$ cat src/rtl/calc_pkg.sv
// Shared operation codes and FSM state encodings
// for the switch calculator sequencer.
package calc_pkg;

  localparam logic [1:0] OP_ADD = 2'b00;
  localparam logic [1:0] OP_SUB = 2'b01;
  localparam logic [1:0] OP_MUL = 2'b10;
  localparam logic [1:0] OP_DIV = 2'b11;

  typedef enum logic [1:0] {
    S_A    = 2'd0,
    S_B    = 2'd1,
    S_EXEC = 2'd2,
    S_DONE = 2'd3
  } state_t;

endpackage

$ cat src/rtl/pb_debounce.sv
// Pushbutton conditioner: 2-flop sync, stability counter, rising-edge pulse.
// Ports: clk_i, reset_i (sync, active-high), pb_raw_i (async) -> pulse_o (1 cycle).
module pb_debounce #(
  parameter int DB_CYCLES = 4
) (
  input  logic clk_i,
  input  logic reset_i,
  input  logic pb_raw_i,
  output logic pulse_o
);

  localparam int CW = (DB_CYCLES > 1) ? $clog2(DB_CYCLES) : 1;
  localparam logic [CW-1:0] LAST = CW'(DB_CYCLES - 1);

  logic [1:0]    sync_q, sync_d;
  logic [CW-1:0] cnt_q, cnt_d;
  logic          stable_q, stable_d;
  logic          prev_q, prev_d;

  // The accepted level only follows the synchronised input after it has
  // disagreed with it for DB_CYCLES consecutive cycles.
  always_comb begin
    sync_d   = {sync_q[0], pb_raw_i};
    stable_d = stable_q;
    cnt_d    = '0;
    prev_d   = stable_q;
    if (sync_q[1] != stable_q) begin
      if (cnt_q == LAST) begin
        stable_d = sync_q[1];
      end else begin
        cnt_d = cnt_q + CW'(1);
      end
    end
  end

  always_ff @(posedge clk_i) begin
    if (reset_i) begin
      sync_q   <= '0;
      cnt_q    <= '0;
      stable_q <= 1'b0;
      prev_q   <= 1'b0;
    end else begin
      sync_q   <= sync_d;
      cnt_q    <= cnt_d;
      stable_q <= stable_d;
      prev_q   <= prev_d;
    end
  end

  assign pulse_o = stable_q & ~prev_q;

endmodule

$ cat src/rtl/calc_sequencer.sv
// Operation stage: collects A, then B+op via the enter button, computes.
// Ports: clk, reset, sw, op_sel, enter -> result, ans_en, busy, ovf, err, state_dbg.
module calc_sequencer
  import calc_pkg::*;
#(
  parameter int WIDTH     = 8,
  parameter int DB_CYCLES = 4
) (
  input  logic             clk,
  input  logic             reset,
  input  logic [WIDTH-1:0] sw,
  input  logic [1:0]       op_sel,
  input  logic             enter,
  output logic [WIDTH-1:0] result,
  output logic             ans_en,
  output logic             busy,
  output logic             ovf,
  output logic             err,
  output logic [1:0]       state_dbg
);

  localparam int IW = $clog2(WIDTH) + 1;

  logic enter_pulse;

  pb_debounce #(
    .DB_CYCLES(DB_CYCLES)
  ) u_db (
    .clk_i   (clk),
    .reset_i (reset),
    .pb_raw_i(enter),
    .pulse_o (enter_pulse)
  );

  state_t           state_q, state_d;
  logic [WIDTH-1:0] a_q, a_d;
  logic [WIDTH-1:0] b_q, b_d;
  logic [1:0]       op_q, op_d;
  logic [WIDTH-1:0] acc_q, acc_d;
  logic [WIDTH-1:0] sh_q, sh_d;
  logic [IW-1:0]    it_q, it_d;
  logic [WIDTH-1:0] res_q, res_d;
  logic             ovf_q, ovf_d;
  logic             err_q, err_d;
  logic             ans_q, ans_d;

  logic [WIDTH:0]   add_s;
  logic [WIDTH:0]   sub_s;
  logic [WIDTH:0]   mul_s;
  logic [WIDTH-1:0] mul_acc;
  logic [WIDTH-1:0] mul_sh;
  logic [WIDTH:0]   div_rem;
  logic [WIDTH:0]   div_try;
  logic             div_ge;
  logic [WIDTH-1:0] div_acc;
  logic [WIDTH-1:0] div_sh;
  logic             b_zero;
  logic             iter;
  logic             last;

  assign add_s = {1'b0, a_q} + {1'b0, b_q};
  assign sub_s = {1'b0, a_q} - {1'b0, b_q};

  // Shift-add: {carry, acc, sh} shifts right; sh starts as A, ends as low half.
  assign mul_s   = {1'b0, acc_q} + (sh_q[0] ? {1'b0, b_q} : '0);
  assign mul_acc = mul_s[WIDTH:1];
  assign mul_sh  = {mul_s[0], sh_q[WIDTH-1:1]};

  // Restoring divide: {acc, sh} shifts left; quotient bits enter sh from the right.
  assign div_rem = {acc_q, sh_q[WIDTH-1]};
  assign div_try = div_rem - {1'b0, b_q};
  assign div_ge  = ~div_try[WIDTH];
  assign div_acc = div_ge ? div_try[WIDTH-1:0] : div_rem[WIDTH-1:0];
  assign div_sh  = {sh_q[WIDTH-2:0], div_ge};

  assign b_zero = (b_q == '0);
  assign iter   = (op_q == OP_MUL) || ((op_q == OP_DIV) && !b_zero);
  assign last   = iter ? (it_q == IW'(WIDTH - 1)) : 1'b1;

  always_comb begin
    state_d = state_q;
    a_d     = a_q;
    b_d     = b_q;
    op_d    = op_q;
    acc_d   = acc_q;
    sh_d    = sh_q;
    it_d    = it_q;
    res_d   = res_q;
    ovf_d   = ovf_q;
    err_d   = err_q;
    ans_d   = 1'b0;
    unique case (state_q)
      S_A: begin
        if (enter_pulse) begin
          a_d     = sw;
          state_d = S_B;
        end
      end
      S_B: begin
        if (enter_pulse) begin
          b_d     = sw;
          op_d    = op_sel;
          acc_d   = '0;
          sh_d    = a_q;
          it_d    = '0;
          state_d = S_EXEC;
        end
      end
      S_EXEC: begin
        it_d = it_q + IW'(1);
        unique case (op_q)
          OP_ADD: begin
            res_d = add_s[WIDTH-1:0];
            ovf_d = add_s[WIDTH];
            err_d = 1'b0;
          end
          OP_SUB: begin
            res_d = sub_s[WIDTH-1:0];
            ovf_d = sub_s[WIDTH];
            err_d = 1'b0;
          end
          OP_MUL: begin
            acc_d = mul_acc;
            sh_d  = mul_sh;
            if (last) begin
              res_d = mul_sh;
              ovf_d = |mul_acc;
              err_d = 1'b0;
            end
          end
          OP_DIV: begin
            if (b_zero) begin
              res_d = '1;
              ovf_d = 1'b0;
              err_d = 1'b1;
            end else begin
              acc_d = div_acc;
              sh_d  = div_sh;
              if (last) begin
                res_d = div_sh;
                ovf_d = 1'b0;
                err_d = 1'b0;
              end
            end
          end
        endcase
        if (last) begin
          ans_d   = 1'b1;
          state_d = S_DONE;
        end
      end
      S_DONE: begin
        if (enter_pulse) begin
          state_d = S_A;
        end
      end
    endcase
  end

  always_ff @(posedge clk) begin
    if (reset) begin
      state_q <= S_A;
      a_q     <= '0;
      b_q     <= '0;
      op_q    <= OP_ADD;
      acc_q   <= '0;
      sh_q    <= '0;
      it_q    <= '0;
      res_q   <= '0;
      ovf_q   <= 1'b0;
      err_q   <= 1'b0;
      ans_q   <= 1'b0;
    end else begin
      state_q <= state_d;
      a_q     <= a_d;
      b_q     <= b_d;
      op_q    <= op_d;
      acc_q   <= acc_d;
      sh_q    <= sh_d;
      it_q    <= it_d;
      res_q   <= res_d;
      ovf_q   <= ovf_d;
      err_q   <= err_d;
      ans_q   <= ans_d;
    end
  end

  assign result    = res_q;
  assign ans_en    = ans_q;
  assign busy      = (state_q == S_EXEC);
  assign ovf       = ovf_q;
  assign err       = err_q;
  assign state_dbg = state_q;

endmodule
$ cat config.mk
export PLATFORM = sky130hd
export DESIGN_NAME = calc_sequencer
export DESIGN_NICKNAME = d
export VERILOG_FILES = /design/src/rtl/calc_pkg.sv /design/src/rtl/pb_debounce.sv /design/src/rtl/calc_sequencer.sv
export SDC_FILE = /design/constraint.sdc
export NUM_CORES = 1
export LEC_CHECK = 0
export ABC_CLOCK_PERIOD_IN_PS = 3100
export CAP_MARGIN = 20
export CORE_MARGIN = 2
export CORE_UTILIZATION = 55
export DETAILED_ROUTE_END_ITERATION = 16
export PLACE_DENSITY = 0.87
export SKIP_CTS_REPAIR_TIMING = 1
export SYNTH_ARGS = -nofsm -noshare
export SYNTH_HDL_FRONTEND = slang
export SYNTH_SLANG_ARGS = --single-unit
$ cat constraint.sdc
create_clock -name clk -period 3.1 [get_ports clk]
set_input_delay 0.62 -clock clk [delete_from_list [all_inputs] [get_ports clk]]
set_output_delay 0.62 -clock clk [all_outputs]
set_load 0.03 [all_outputs]
# After elaboration in Yosys (flattened, before gate mapping)
# Index checks and enable logic that the tools add are counted.
[op_classes] addsub=6 eq_ne=17 mux=30 n_bitwise=5 reduce_logical=18
[ops] op="two-way mux 8 bit" n=9
[ops] op="case mux 8 bit (2 select lines)" n=4
[ops] op="case mux 8 bit (4 select lines)" n=1
[ops] op="adder 8 x 8 -> 9 bit" n=2
[ops] op="== test 2 bit (second input constant)" n=5
[ops] op="subtractor 8 x 8 -> 9 bit" n=1
[ops] op="subtractor 9 x 8 -> 9 bit" n=1
[ops] op="zero test 8 bit" n=1
[ops] op="two-way mux 2 bit" n=4
[ops] op="!= test 2 bit (second input constant)" n=4
[ops] op="case mux 2 bit (4 select lines)" n=1
[ops] op="case mux 4 bit (2 select lines)" n=1
[ops] op="AND reduction 2 bit" n=4
[ops] op="AND reduction 4 bit" n=2
[ops] op="OR reduction 8 bit" n=1
[ops] op="two-way mux 1 bit" n=7
[ops] op="!= test 3 bit (second input constant)" n=2
[ops] op="adder 4 x 1 -> 4 bit (second input constant)" n=1
[ops] op="== test 2 x 1 -> 1 bit (second input constant)" n=2
[ops] op="== test 4 x 3 -> 1 bit (second input constant)" n=1
[ops] op="zero test 2 bit" n=2
[ops] op="two-way mux 4 bit" n=1
[ops] op="NOT 1 bit" n=4
[ops] op="case mux 1 bit (4 select lines)" n=1
[ops] op="13 further kinds" n=14
[totals] register_bits=57 input_bits=13 output_inout_bits=14 wordCells=91

# Depth between registers and ports, before layout
# Gate-level depths: netlist of the first run.
[logic_depth] word_depth=8 depth_mapped=11 mapped_depth_nobuf=10

# Hierarchy
# Synthesis of the first run repeated with hierarchy kept, for this count alone.
[unflattened] cells_unflattened=525 hier_area_um2=4156.5
[modules_own_cells] module="calc_sequencer" n_inst=1 cells_each=509 area_per_inst_um2=3955.0 seq_area_each_um2=1021.0
[modules_own_cells] module="pb_debounce" n_inst=1 cells_each=16 area_per_inst_um2=201.4 seq_area_each_um2=120.1

# Least setup slack after synthesis of the first run
# Ideal clock, no wire load.
[synth_path] path_kind="register -> register" start="reg sh_q[0]" end="reg ovf_q, in the netlist ovf" setup_ns=0.139 arrival_time_ns=2.418 required_ns=2.961 slack_ns=0.543 stages_incl_launch_ff=11 path_buffers=1 period_less_slack_ns=2.557 path_cell_list="dfxtp_1 clkbuf_1 and2_1 ha_1 fa_1 a21o_1 a221o_1 o31ai_2 nand4bb_1 o41ai_1 a211oi_1"
[synth_between] elab_chain_len=5
[synth_lines] element="start: declaration" line="calc_sequencer.sv:40" source="logic [WIDTH-1:0] sh_q, sh_d;"
[synth_lines] element="start signal: assignment" line="calc_sequencer.sv:167" source="sh_q <= '0;"
[synth_lines] element="start signal: assignment" line="calc_sequencer.sv:179" source="sh_q <= sh_d;"
[synth_lines] element="two-way mux 8 bit" line="calc_sequencer.sv:65" source="assign mul_s = {1'b0, acc_q} + (sh_q[0] ? {1'b0, b_q} : '0);"
[synth_lines] element="adder 8 x 8 -> 9 bit" line="calc_sequencer.sv:65"
[synth_lines] element="OR reduction 8 bit" line="calc_sequencer.sv:127" source="ovf_d = |mul_acc;"
[synth_lines] element="two-way mux 1 bit" line="calc_sequencer.sv:125" source="if (last) begin"
[synth_lines] element="case mux 1 bit (4 select lines)" line="calc_sequencer.sv:111" source="unique case (op_q)"
[synth_lines] element="end signal: assignment" line="calc_sequencer.sv:182" source="ovf_q <= ovf_d;"
[synth_lines] element="end: declaration" line="calc_sequencer.sv:43" source="logic ovf_q, ovf_d;"
# No other way between the ends. The select of a mux whose other input is x is not followed.
# A chain may end at the register's enable or synchronous reset.

# Worst setup path after layout of the first run
[layout_path] start="reg b_q[0]" end="reg acc_q[0]"
[layout_between] elab_chain_len=5 word_cells_on_any_way=10 classes_between="add/sub (2); eq/ne (1); mux (5); reduce/logical (2)"
[layout_lines] element="start: declaration" line="calc_sequencer.sv:37" source="logic [WIDTH-1:0] b_q, b_d;"
[layout_lines] element="start signal: assignment" line="calc_sequencer.sv:164" source="b_q <= '0;"
[layout_lines] element="start signal: assignment" line="calc_sequencer.sv:176" source="b_q <= b_d;"
[layout_lines] element="subtractor 9 x 8 -> 9 bit" line="calc_sequencer.sv:71" source="assign div_try = div_rem - {1'b0, b_q};"
[layout_lines] element="two-way mux 8 bit" line="calc_sequencer.sv:73" source="assign div_acc = div_ge ? div_try[WIDTH-1:0] : div_rem[WIDTH-1:0];"
[layout_lines] element="two-way mux 8 bit" line="calc_sequencer.sv:132" source="if (b_zero) begin"
[layout_lines] element="case mux 8 bit (2 select lines)" line="calc_sequencer.sv:111"
[layout_lines] element="case mux 8 bit (2 select lines)" line="calc_sequencer.sv:92" source="unique case (state_q)"
[layout_lines] element="end signal: assignment" line="calc_sequencer.sv:166" source="acc_q <= '0;"
[layout_lines] element="end signal: assignment" line="calc_sequencer.sv:178" source="acc_q <= acc_d;"
[layout_lines] element="end: declaration" line="calc_sequencer.sv:39" source="logic [WIDTH-1:0] acc_q, acc_d;"
# Parallel ways exist; a longest one is shown, timed or not. The select of a mux whose other input is x is not followed.

==> results.json, run 1 <==
{
  "max_stage_delay_ns": 0.43,
  "detail-route-antenna-nets": 0,
  "diodes": 0,
  "dieArea_sq_mm": 0.00828,
  "synthCells": 491,
  "grt_pass1_vias": 3842,
  "worstSetupPathType": "reg2reg",
  "fin_crit_ns": 2.76,
  "leakagePower_nw": 1.94,
  "grt_pass1_wl_microns": 18800,
  "antenna_found_initial": 0,
  "synth_seq_cells": 57,
  "cp.arrival_ns": 3.04,
  "status": "complete, no violations",
  "slew_viol_final": 0,
  "p_sw_w": 0.000431,
  "synth_top_family_by_area": "compound AO/OA/AOI/OAI gates",
  "firstDrtPassIters": 5,
  "cp_max_fo": 8,
  "critPathLaunch": "b_q[0]",
  "reg2reg_depth": 10,
  "routedWlPerCell_microns": 18.2,
  "nets": 567,
  "final_layout_size_suffix_gt1_frac": 0.0833,
  "grt_max_degree": 57,
  "area_growth_syn_to_layout_pct": 12.0,
  "worst_skew_pair.late_latency_ns": 0.35,
  "ir_worst_vdd_mv": 0.275,
  "root_buffer": "clkbuf_8",
  "worstReg2RegStart": "b_q[0]",
  "finalWirelength_microns": 11200,
  "drtIter0Drc": 343,
  "p_int_w": 0.00119,
  "io_pins": 27,
  "synthesis.nets": 547,
  "switching_share": 0.266,
  "clock_path_buffers": 2,
  "synth-main-ff-cell": "dfxtp_1",
  "die_h_microns": 91.0,
  "fin_setup_tns_ns": 0,
  "yosys.area.top_type": "dfxtp_1",
  "seq_power_share": 0.463,
  "synth-xor-area-share": 0.0547,
  "min_period_over_period": 0.892,
  "setup_viol": 0,
  "synthAdderAreaFrac": 0.137,
  "cts_buffers": 9,
  "cp_slowest_cell": "dfxtp_1",
  "hold_class": "reg2reg",
  "multiInputGateArea_sq_mm": 0.00276,
  "grt_use_total": 0.284,
  "seqCellArea_sq_mm": 0.00114,
  "yosysSeqAreaShare": 0.274,
  "worst_pin_slew_ns": 0.932,
  "vias": 3849,
  "synth-simple-area-share": 0.187,
  "coreArea_sq_mm": 0.00729,
  "rsz0062_at_grt": "false",
  "total_power_w": 0.00162,
  "required_ns": 3.38,
  "drc": 0,
  "syn-mean-instance-area_sq_um": 8.47,
  "start_util": 0.571,
  "tritoncts": "built",
  "maxCapViolCount": 0,
  "reg2reg_slack_ns": 0.34,
  "powerDensity_mw_per_mm2": 348,
  "crit_path_start_kind": "register",
  "ys_warn_count": 0,
  "synth_area_leaders": "dfxtp_1 (27%), ha_1 (12%), mux2i_1 (6.5%)",
  "path_clk_slew_ns": 0.07,
  "max_freq_ghz": 0.362,
  "via_per_inst": 6.26,
  "p_comb_frac": 0.093,
  "fp-row-count": 31,
  "slew_headroom": 0.374,
  "critPathBufInv": 2,
  "async_reset_ff_frac": 0,
  "gr-total-overflow": 0,
  "cp.depth": 10,
  "synthMuxAreaShare": 0.0785,
  "hold_viol": 0,
  "synth.distinct_cells": 66,
  "clock_skew_ns": 0.00804,
  "fp.dieW_microns": 91.0,
  "fill_cells": 631,
  "pwr-share-clk": 0.444,
  "crit_chain": "ha_1 -> inv_1 -> fa_1 -> a21o_1 -> a2111oi_4 -> a21oi_1 -> xor2_1 -> buf_4 -> mux2_2 -> o22ai_1",
  "synth_edf_count": 0,
  "synth_compound_area_frac": 0.208,
  "globalplace.congestion": 0.949,
  "dp_hpwl_microns": 8400,
  "clock-sinks": 57,
  "crit_family": "compound AO/OA/AOI/OAI gates",
  "synth_top_cell_area_share": 0.274,
  "port-buffer-count": 26,
  "critPathCapture": "acc_q[0]",
  "cp-end-kind": "register",
  "cts_max_level": 3,
  "r2r_end": "acc_q[0]",
  "synth.cell_area_sq_mm": 0.00416
}
sequential cells by signal (all words and copies together), names as in the netlist:
signal,cells
u_db.sync_q,2
u_db.prev_q,1
result,8
u_db.cnt_q,2
a_q,8
state_dbg,2
it_q,4
op_q,2
ovf,1
sh_q,8
acc_q,8
b_q,8
u_db.prev_d,1
ans_en,1
err,1
worst register-to-register path, cell delays in order (launching register included):
cell       delay [ns]
dfxtp_1          0.43
ha_1             0.21
inv_1            0.05
fa_1             0.40
a21o_1           0.22
a2111oi_4        0.35
a21oi_1          0.14
xor2_1           0.23
buf_4            0.22
mux2_2           0.34
o22ai_1          0.11
how the worst min path moves through the flow:
| stage | startpoint | endpoint | slack, ns | cells past startpoint |
|---|---|---|---|---|
| after global routing | u_db.cnt_q[0] | u_db.cnt_q[0] | 0.46 | 1 |
| after global placement | u_db.cnt_q[0] | u_db.cnt_q[0] | 0.40 | 1 |
| after detailed placement | u_db.cnt_q[0] | u_db.cnt_q[0] | 0.43 | 1 |
| after floorplan | u_db.cnt_q[0] | u_db.cnt_q[0] | 0.40 | 1 |
| final | u_db.cnt_q[0] | u_db.cnt_q[0] | 0.44 | 1 |
| after CTS | u_db.cnt_q[0] | u_db.cnt_q[0] | 0.44 | 1 |
per-stage QoR:
| step | setup slack, ns | hold slack, ns | util | std cells | cell area, sq um |
|---|---|---|---|---|---|
| final | 0.336 | 0.442 | 0.639 | 615 | 4660 |
| after global routing | 0.167 | 0.461 | 0.639 | 615 | 4660 |
| after CTS | 0.347 | 0.436 | 0.639 | 615 | 4660 |
| after detailed placement | 0.393 | 0.426 | 0.612 | 599 | 4460 |
| after global placement | 0.491 | 0.404 | 0.612 | 599 | 4460 |
| after floorplan | 0.543 | 0.397 | - | 491 | 4160 |
placed cells by master (no fill, tap or decap), drive strengths merged, types with 18 or more instances in the layout:
cell type	Yosys	layout
ha	39	39
mux2i	27	27
nor2	68	68
a21oi	26	26
clkdlybuf4s50	0	25
o21ai	19	19
dfxtp	57	57
nand2	23	23
xnor2	18	18
inv	26	26
kinds of logic (layout without fill, tap and decap cells):
family	Yosys count	after routing
compound gates	121	121
fa+ha+maj	43	43
mux	30	30
flops	57	57
simple gates	160	160
buf+inv	54	79
xor+xnor	26	26
layout make-up:
type,instances,share of cell area
multi-input combinational,380,0.593
inverter,26,0.0209
timing repair buffer,37,0.0725
sequential,57,0.245
clock buffer,11,0.0303
tap,99,0.0266
clock inverter,5,0.0118
synthesized netlist by cell type, types with 7 or more instances:
master / n
nor2b_1: 8
a22oi_1: 7
buf_2: 7
nand2_1: 22
dfxtp_1: 57
and2_1: 10
clkbuf_1: 15
a211oi_1: 7
mux2i_1: 27
o21ai_0: 18
xor2_1: 8
xnor2_1: 18
ha_1: 39
nand3_1: 12
a311oi_1: 10
nor3_1: 9
nor2_1: 68
inv_1: 26
a21oi_1: 26
o22ai_1: 7
power groups by stage:
stage,Clock [W],Combinational [W],Sequential (W)
2_1_floorplan,0,0.0000790,0.000781
3_3_place_gp,0,0.000142,0.000767
3_5_place_dp,0,0.000151,0.000767
4_1_cts,0.000709,0.000151,0.000751
5_1_grt,0.000750,0.000163,0.000751
6_report,0.000719,0.000151,0.000751
layer usage:
layer / share of wire / up-vias / track usage
met4: 0.047 / 0 / 0.160
met5: 0 / - / 0
met3: 0.070 / 39 / 0.0481
met2: 0.47 / 187 / 0.460
met1: 0.42 / 1823 / 0.356
li1: - / 1800 / -
(Power assumes the default switching activity.)
==> inputs of run 2 (changes only) <==
Settings changed: ABC_CLOCK_PERIOD_IN_PS 3100 to 2350, CORE_UTILIZATION 55 to 54, PLACE_DENSITY 0.87 to 0.89.
Clock period 3.1 ns to 2.35 ns, I/O delays scaled along.
==> results.json, run 2 (synthesized netlist as in run 1, its figures left out) <==
{
  "fin_setup_tns_ns": -3.20,
  "crit_path_start_kind": "register",
  "diodes": 0,
  "antenna_found_initial": 0,
  "gr-total-overflow": 0,
  "switching_share": 0.252,
  "rsz0062_at_grt": "true",
  "drtIter0Drc": 321,
  "fp.dieW_microns": 91.8,
  "setup_viol": 14,
  "finalWirelength_microns": 13300,
  "cp_max_fo": 8,
  "p_comb_frac": 0.091,
  "worstSetupPathType": "reg2reg",
  "worst_pin_slew_ns": 0.619,
  "fp-row-count": 32,
  "dp_hpwl_microns": 9340,
  "routedWlPerCell_microns": 19.5,
  "p_int_w": 0.00171,
  "placed_cells": 655,
  "firstDrtPassIters": 5,
  "detail-route-antenna-nets": 0,
  "total_power_w": 0.00228,
  "via_per_inst": 6.20,
  "slew_viol_final": 0,
  "clock-sinks": 57,
  "status": "finished, violations left",
  "powerDensity_mw_per_mm2": 423,
  "multiInputGateArea_sq_mm": 0.00295,
  "crit_chain": "inv_2 -> ha_4 -> inv_2 -> fa_2 -> a21o_1 -> a2111oi_4 -> a21oi_2 -> xor2_1 -> buf_4 -> mux2i_2 -> a41oi_2",
  "clock_skew_ns": 0.00545,
  "hold_viol": 0,
  "crit_path_frequent_cell": "inv_2",
  "place_ws_ns": -0.255,
  "finalNonFillerCells": 682,
  "seq_power_share": 0.433,
  "port-buffer-count": 26,
  "max_stage_delay_ns": 0.41,
  "final_layout_size_suffix_gt1_frac": 0.248,
  "start_util": 0.547,
  "drc": 0,
  "coreArea_sq_mm": 0.00761,
  "hold_class": "reg2reg",
  "min_period_over_period": 1.15,
  "cp.arrival_ns": 2.91,
  "p_sw_w": 0.000575,
  "pwr-share-clk": 0.475,
  "vias": 4225,
  "fin_crit_ns": 2.71,
  "worst_skew_pair.late_latency_ns": 0.34,
  "grt_pass1_vias": 3962,
  "die_h_microns": 91.8,
  "grt_use_total": 0.303,
  "io_pins": 27,
  "worst_slack_ns": -0.361,
  "ir_worst_vdd_mv": 0.320,
  "path_clk_slew_ns": 0.07,
  "nets": 631,
  "cp_slowest_cell": "a2111oi_4",
  "grt_max_degree": 52,
  "cp-end-kind": "register",
  "crit_family": "compound AO/OA/AOI/OAI gates",
  "violations": "setup timing",
  "final_common_cell": "buf_4",
  "area_growth_syn_to_layout_pct": 29.8,
  "mostFrequentLayoutCells": "buf_4 (73), nor2_1 (68), dfxtp_1 (54)",
  "seqCellArea_sq_mm": 0.00115,
  "required_ns": 2.55,
  "tritoncts": "built",
  "critPathBufInv": 3,
  "maxCapViolCount": 0,
  "grt_pass1_wl_microns": 20000,
  "leakagePower_nw": 2.32,
  "slew_headroom": 0.586,
  "cts_max_level": 3,
  "dieArea_sq_mm": 0.00842,
  "clock_path_buffers": 2,
  "root_buffer": "clkbuf_8",
  "fill_cells": 567,
  "globalplace.congestion": 1.01,
  "postLayoutCoreUtil": 0.710,
  "max_freq_ghz": 0.369,
  "cts_buffers": 9
}
==> run 2: power by group through the flow <==
stage / Combinational (W) / Sequential [W] / Clock (W)
finish: 0.000209 / 0.000989 / 0.00109
detailed placement: 0.000203 / 0.00101 / 0
global route: 0.000226 / 0.000991 / 0.00113
global placement: 0.000193 / 0.00101 / 0
CTS: 0.000204 / 0.000991 / 0.00109
floorplan: 0.000104 / 0.00103 / 0
==> run 2: cell type report <==
type                            instances  share of cell area
Clock inverter                          5              0.0144
Sequential cell                        57               0.212
Clock buffer                           11              0.0280
Timing Repair Buffer                  101               0.157
Multi-Input combinational cell        380               0.546
Tap cell                              102              0.0236
Inverter                               26              0.0181
==> run 2: final timing paths <==
path / startpoint / to / slack [ns] / depth (start not counted)
setup reg to reg: sh_q[7] / acc_q[5] / -0.36 / 11
hold / removal: u_db.cnt_q[0] / u_db.cnt_q[0] / 0.42 / 1
hold reg to reg: u_db.cnt_q[0] / u_db.cnt_q[0] / 0.42 / 1
setup / recovery: sh_q[7] / acc_q[5] / -0.36 / 11
==> run 2: through the flow <==
| stage | hold slack [ns] | instance area, sq um |
|---|---|---|
| after floorplan | 0.397 | 4170 |
| after global placement | 0.405 | 4910 |
| after detailed placement | 0.415 | 4910 |
| after CTS | 0.414 | 5140 |
| after global routing | 0.439 | 5400 |
| final | 0.421 | 5400 |
==> run 2: layer usage <==
| layer | vias to the layer above | share of wire | track usage |
|---|---|---|---|
| li1 | 1931 | - | - |
| met1 | 2012 | 0.42 | 0.401 |
| met5 | - | 0 | 0 |
| met2 | 232 | 0.46 | 0.480 |
| met4 | 0 | 0.045 | 0.138 |
| met3 | 50 | 0.073 | 0.0567 |
